`config.mk`:
```
export PLATFORM = sky130hd
export DESIGN_NAME = seg_scan_reader
export DESIGN_NICKNAME = d
export VERILOG_FILES = /design/src/rtl/seg_scan_reader.sv
export SDC_FILE = /design/constraint.sdc
export NUM_CORES = 1
export LEC_CHECK = 0
export CAP_MARGIN = 20
export CORE_MARGIN = 2
export CORE_UTILIZATION = 50
export CTS_BUF_LIST = sky130_fd_sc_hd__clkbuf_8 sky130_fd_sc_hd__clkbuf_16
export DETAILED_ROUTE_END_ITERATION = 6
export GPL_TIMING_DRIVEN = 1
export PLACE_DENSITY = 0.74
export SYNTH_ARGS = -nofsm -noshare
export SYNTH_HDL_FRONTEND = slang
export SYNTH_SLANG_ARGS = --single-unit
export TNS_END_PERCENT = 50
```
`constraint.sdc`:
```
create_clock -name clk -period 5.75 [get_ports clk]
set_input_delay 0.8625 -clock clk [delete_from_list [all_inputs] [get_ports clk]]
set_output_delay 0.8625 -clock clk [all_outputs]
set_load 0.01 [all_outputs]
```
`src/rtl/seg_scan_reader.sv`:
```
// Readback decoder for the multiplexed 7-segment bus: settles each anode strobe, decodes BCD, publishes full frames.
// Optional error detection is enabled with `define SEG_READER_ERR_EN (otherwise err is tied low).
module seg_scan_reader #(
    parameter int DIGITS = 4,
    parameter int SETTLE = 4
) (
    input  logic                  clk,
    input  logic                  reset_n,
    input  logic [DIGITS-1:0]     an,
    input  logic [6:0]            seg,
    input  logic                  err_clr,
    output logic [4*DIGITS-1:0]   digits,
    output logic                  frame_valid,
    output logic                  err
);
    localparam int CW = $clog2(SETTLE + 1);

    logic [DIGITS-1:0]   an_s1_reg, an_s_reg;
    logic [6:0]          seg_s1_reg, seg_s_reg;
    logic [DIGITS-1:0]   a_act;
    logic [6:0]          p;
    logic [DIGITS-1:0]   cur_reg;
    logic [CW-1:0]       cnt_reg;
    logic                stable, onehot, multi_hot, strobe;
    logic [3:0]          dec_val;
    logic                dec_ok;
    logic                pattern_err, conflict_err;
    logic [4*DIGITS-1:0] shadow_reg, shadow_next;
    logic [DIGITS-1:0]   mask_reg, mask_next, hit;
    logic                full;

    // Both buses share one synchronizer depth so a segment pattern stays aligned with its anode.
    always_ff @(posedge clk or negedge reset_n) begin
        if (!reset_n) begin
            an_s1_reg  <= '1;
            an_s_reg   <= '1;
            seg_s1_reg <= '1;
            seg_s_reg  <= '1;
        end else begin
            an_s1_reg  <= an;
            an_s_reg   <= an_s1_reg;
            seg_s1_reg <= seg;
            seg_s_reg  <= seg_s1_reg;
        end
    end

    assign a_act     = ~an_s_reg;
    assign p         = ~seg_s_reg;
    assign stable    = (a_act == cur_reg);
    assign onehot    = $onehot(a_act);
    assign multi_hot = (a_act != '0) && !onehot;
    // Fires on the cycle the counter reaches SETTLE, so each activation samples at most once.
    assign strobe    = stable && onehot && (cnt_reg == CW'(SETTLE - 1));

    always_ff @(posedge clk or negedge reset_n) begin
        if (!reset_n) begin
            cur_reg <= '0;
            cnt_reg <= '0;
        end else if (!stable) begin
            cur_reg <= a_act;
            cnt_reg <= '0;
        end else if (onehot && (cnt_reg < CW'(SETTLE))) begin
            cnt_reg <= cnt_reg + CW'(1);
        end
    end

    always_comb begin
        dec_val = 4'hF;
        dec_ok  = 1'b1;
        case (p)
            7'h3F:   dec_val = 4'd0;
            7'h06:   dec_val = 4'd1;
            7'h5B:   dec_val = 4'd2;
            7'h4F:   dec_val = 4'd3;
            7'h66:   dec_val = 4'd4;
            7'h6D:   dec_val = 4'd5;
            7'h7D:   dec_val = 4'd6;
            7'h07:   dec_val = 4'd7;
            7'h7F:   dec_val = 4'd8;
            7'h6F:   dec_val = 4'd9;
            7'h00:   dec_val = 4'hF;
            default: dec_ok  = 1'b0;
        endcase
    end

    assign pattern_err  = strobe && !dec_ok;
    assign conflict_err = multi_hot;
    assign full         = &mask_reg;

    generate
        for (genvar gi = 0; gi < DIGITS; gi++) begin : g_digit
            assign hit[gi] = strobe && dec_ok && a_act[gi];
            assign shadow_next[4*gi +: 4] = hit[gi] ? dec_val : shadow_reg[4*gi +: 4];
        end
    endgenerate

    // A capture landing on the publish edge survives the clear and starts the next frame.
    assign mask_next = (full ? '0 : mask_reg) | hit;

    always_ff @(posedge clk or negedge reset_n) begin
        if (!reset_n) begin
            shadow_reg  <= '1;
            mask_reg    <= '0;
            digits      <= '1;
            frame_valid <= 1'b0;
        end else begin
            shadow_reg  <= shadow_next;
            mask_reg    <= mask_next;
            frame_valid <= full;
            if (full) begin
                digits <= shadow_reg;
            end
        end
    end

`ifdef SEG_READER_ERR_EN
    // Set has priority over a simultaneous clear.
    always_ff @(posedge clk or negedge reset_n) begin
        if (!reset_n) begin
            err <= 1'b0;
        end else begin
            err <= (err && !err_clr) || pattern_err || conflict_err;
        end
    end
`else
    logic unused_err_sink;
    assign unused_err_sink = &{1'b0, err_clr, pattern_err, conflict_err};
    assign err = 1'b0;
`endif

endmodule

```
# Word level (Yosys, flattened, before mapping)
# Index checks and enable logic that the tools add are counted.
dict set report totals {
  reg_bits 66
  latch_bits 0
  ram_bits 0
  rom_bits 0
  out_inout_bits 18
  mem_count 0
}
dict set report op_classes {
  addsub 4
  n_mul 0
  n_div 0
  order_cmp 1
  n_eq_ne 14
  n_shift 0
  muxes 5
  bitwise 3
  reduce_logical 11
}
# operator n
set ops {}
lappend ops {{7-bit equality test, second input constant} 7}
lappend ops {{4-bit case mux with 10 select lines} 1}
lappend ops {{7-bit by 3-bit equality test with 1-bit output, second input constant} 2}
lappend ops {{11-bit OR reduction} 1}
lappend ops {{1-bit logical AND} 8}
lappend ops {{7-bit by 6-bit equality test with 1-bit output, second input constant} 1}
lappend ops {{7-bit logical NOT} 1}
lappend ops {{7-bit NOT} 1}
lappend ops {{3-bit 2-to-1 mux} 2}
lappend ops {{1-bit by 1-bit adder with 2-bit output} 2}
lappend ops {{4-bit equality test} 1}
lappend ops {{4-bit 2-to-1 mux} 1}
lappend ops {{4-bit NOT} 1}
lappend ops {{4-bit bitwise OR} 1}
lappend ops {{4-bit AND reduction} 1}
lappend ops {{2-bit by 2-bit adder with 3-bit output} 1}
lappend ops {{3-bit by 1-bit adder with 3-bit output, second input constant} 1}
lappend ops {{3-bit by 1-bit equality test with 1-bit output, second input constant} 1}
lappend ops {{3-bit by 2-bit equality test with 1-bit output, second input constant} 1}
lappend ops {{3-bit less-than comparator, second input constant} 1}
lappend ops {{2-bit by 1-bit inequality test with 1-bit output, second input constant} 1}
lappend ops {{1-bit 2-to-1 mux} 1}

# Longest topological paths before layout
dict set report depth {
  depth_word 9
  ltp_mapped 9
}

# Least setup slack after synthesis
# No wires, ideal clock.
dict set report synth_timing {
  path_type {register to register}
  start {register an_s_reg[1]}
  end {register shadow_reg[13]}
  arrival_time_ps 2556
  required_time_ps 5670
  path_slack_ps 3114
  stages_incl_launch_ff 10
  path_buffers 0
  synth_period_minus_slack_ps 2636
  cell_sequence {dfstp_2 > fa_1 > inv_1 > ha_1 > ha_1 > nor2_1 > nand2_1 > or3_4 > a2111o_1 > o22a_1}
}
dict set report synth_between {
  elab_chain_cells 8
}
# item line_no
set synth_rtl {}
lappend synth_rtl {{start: declaration} 18} ;# logic [DIGITS-1:0] an_s1_reg, an_s_reg;
lappend synth_rtl {{start signal: assignment} 41} ;# an_s_reg <= an_s1_reg;
lappend synth_rtl {{4-bit NOT (*)} 47} ;# assign a_act = ~an_s_reg;
lappend synth_rtl {{1-bit by 1-bit adder with 2-bit output (implied by the code)} 50} ;# assign onehot = $onehot(a_act);
lappend synth_rtl {{2-bit by 2-bit adder with 3-bit output (implied by the code)} 50}
lappend synth_rtl {{3-bit by 1-bit equality test with 1-bit output} 50}
lappend synth_rtl {{1-bit logical AND (*) (2 in a row)} 53} ;# assign strobe = stable && onehot && (cnt_reg == CW'(SETTLE - 1));
lappend synth_rtl {{1-bit logical AND (*) (2 in a row)} 92} ;# assign hit[gi] = strobe && dec_ok && a_act[gi];
lappend synth_rtl {{end signal: assignment} 107} ;# shadow_reg <= shadow_next;
lappend synth_rtl {{end: declaration} 28} ;# logic [4*DIGITS-1:0] shadow_reg, shadow_next;
# Mark *: on every way between the ends. The rest lies on a longest branch, timed or not.
# A chain may end at the register's enable or synchronous reset.

# Final worst setup path
dict set report layout_timing {
  start {register an_s_reg[1]}
  end {register shadow_reg[9]}
}
# The elaborated chain is that of the path after synthesis.

==> qor.txt <==
Post-place setup slack -> 2.94 ns
Maximum buffer depth of the clock tree -> 2
Routed Wire Length -> 4050 microns
Crit path buf inv count -> 1
Post-CTS setup buffer count -> 0
TritonCTS clock tree -> done
Most used cell, CP -> ha_1
Core Area -> 0.00511 sq mm
Max-Cap Viols -> 0
Tcrit/Tclk final -> 48.6%
Post-synth ARST share -> 100%
Ys flop type -> dfstp_2
Crit path launch type -> register
Crit-path slowest cell -> dfstp_2
Final hold vios -> 0
Row cnt -> 26
Share of layout cells above drive strength 1 -> 35.2%
Layout Cells excl Fill -> 323
Synth unique cells -> 37
VDD IR-drop max -> 0.204 mV
Slew Limit Fails -> 0
Starting density of the core -> 51.8%
Worst slew margin -> 41.9%
Hold_buf cts -> 0
Reg area -> 0.00172 sq mm
PortBufs -> 29
Gpl congestion -> 0.730
Max Freq -> 0.358 GHz
Yosys top cell area share -> 53.6%
Initial antenna violation count -> 0
Placed insts -> 307
First-pass GRT wire length -> 7200 microns
Worst-path clk slew -> 0.06 ns
Worst path arrival time -> 3.05 ns
CP Cell Sequence -> fa_1 -> inv_1 -> ha_1 -> ha_1 -> nor2_1 -> nand2_1 -> or3_4 -> a2111o_1 -> o22a_1
RSZ-0062 raised after global routing -> false
Clock Skews -> 0.00976 ns
Final nets -> 267
Die Y -> 76.7 microns
Hold Path Class -> register to register
Worst Max-Slew Pin Slew -> 0.868 ns
Gr ovfl total -> 0
Sink Count -> 66
Sequential area share after synthesis -> 65.0%
Syn_area_per_cell -> 12.4 sq um
Largest net degree at the start of global routing -> 67
Final Worst Setup Slack -> 2.96 ns
CP endpoint kind -> register
DP HPWL -> 2700 microns
Clock latency at the later pin of the worst-skew pair -> 0.33 ns
Footprint of the multi-input gates -> 857 sq um
Most common cell in the netlist -> dfstp_2
Pwr Density -> 289 mW/mm^2
Critical-path maximum fanout -> 5
Syn nets -> 233
Lkg Pwr -> 0.00142 uW
Area leader, netlist -> dfstp_2
GRT Util Overall -> 15.9%
Mapped cell area -> 0.00265 sq mm
WL per Instance -> 12.5 microns
Io pins -> 32
Htree depth -> 3
TNS Setup -> 0 ns
Root Driver -> clkbuf_8
Commonest cells post-synth -> 54 x dfstp_2, 51 x nand2_1, 12 x dfrtp_1, 12 x mux2_2, 9 x inv_1
CP Class -> register to register
Fillers -> 416
Final core occ -> 62.9%
Post-CTS sizing -> 0
Detail Route Antenna Nets -> 0
Post-synth EDFFs -> 0
Synthesized flop and latch total -> 66
Tmin final -> 2.79 ns
CP top delay family -> adder cells
Via count -> 1602
Yosys warns -> 0
Die area -> 0.00589 sq mm
Die Span X -> 76.7 microns
Vias per inst -> 4.96
CTS Buf Count -> 9
First drt pass iteration count -> 4
Number of global-route vias before repair -> 1565
Outcome -> complete, no violations
DRC viols -> 0
Worst Path Required -> 6.01 ns
Setup Viol. Count Final -> 0
Post-synthesis instance total -> 214
Ant. Diodes -> 0
P&R area growth vs syn -> 21.5%
CP max stage delay -> 0.61 ns
Pwr Total -> 929 uW
Synth top area cells -> dfstp_2 54%, dfrtp_1 11%, nand2_1 7.2%, mux2_2 5.1%, nor3_4 2.5%
DR iter-0 viols -> 75
==> cell type report <==
cell class	count	area share [%]
inverter	10	1.17
tap	70	2.72
timing repair buffer	30	9.11
sequential	66	53.5
clock buffer	16	6.85
multi-input combinational	131	26.7
==> cell usage in the layout (no fill, tap or decap), types with 2 or more instances in the layout <==
master / n
dfstp_2: 54
nand2_1: 51
clkdlybuf4s50_1: 28
clkbuf_8: 16
mux2_2: 12
dfrtp_1: 12
inv_1: 9
nor2_1: 8
o21ai_0: 6
xor2_1: 5
nor3_1: 4
nor3_4: 4
a21o_1: 4
o22a_1: 4
ha_1: 4
nand4_1: 3
and3_1: 3
nand3_1: 3
nor3b_1: 2
and4_1: 2
and2_1: 2
nand4b_1: 2
==> per-stage QoR <==
stage | area, sq um | hold slack (ns)
floorplan | 2650 | 0.345
global placement | 2990 | 0.345
detailed placement | 2990 | 0.347
CTS | 3210 | 0.354
global route | 3210 | 0.355
finish | 3210 | 0.352
==> worst paths after layout <==
| path | from | to | slack (ns) | cells past startpoint |
|---|---|---|---|---|
| worst max-delay path | an_s_reg[1] | shadow_reg[9] | 2.96 | 9 |
| worst min-delay path | seg_s1_reg[5] | seg_s_reg[5] | 0.35 | 0 |
| worst max register to register | an_s_reg[1] | shadow_reg[9] | 2.96 | 9 |
| worst min register to register | seg_s1_reg[5] | seg_s_reg[5] | 0.35 | 0 |
| max in group asynchronous | reset_n | cur_reg[2] | 4.54 | 2 |
| min in group asynchronous | reset_n | mask_reg[1] | 0.70 | 2 |
==> worst register-to-register path, stage by stage, from the launching register on <==
cell	delay, ns
dfstp_2	0.61
fa_1	0.44
inv_1	0.07
ha_1	0.14
ha_1	0.22
nor2_1	0.10
nand2_1	0.10
or3_4	0.41
a2111o_1	0.43
o22a_1	0.20
==> power breakdown <==
part	switching (uW)	internal (uW)
Combinational	20.1	16.0
Sequential	10.2	482
Clock	161	240
Total	191	737
==> metal layers <==
layer | GRT usage, % | wire, microns | up-vias
li1 | - | - | 786
met1 | 19.8 | 1830 | 778
met2 | 24.9 | 1980 | 32
met3 | 5.65 | 174 | 6
met4 | 7.09 | 62 | 0
met5 | 0 | 0 | -
==> cells by family (layout without fill, tap and decap cells) <==
family / Yosys count / count (layout) / share of synthesized area (%)
other cells: 1 / 1 / 0.142
mux: 12 / 12 / 5.11
xor+xnor: 6 / 6 / 1.99
fa+ha+maj: 5 / 5 / 2.65
compound gates: 18 / 18 / 4.82
simple gates: 89 / 89 / 17.7
flops: 66 / 66 / 65.0
buf+inv: 17 / 56 / 2.60
Note: power is estimated with default switching activity, not from simulation.
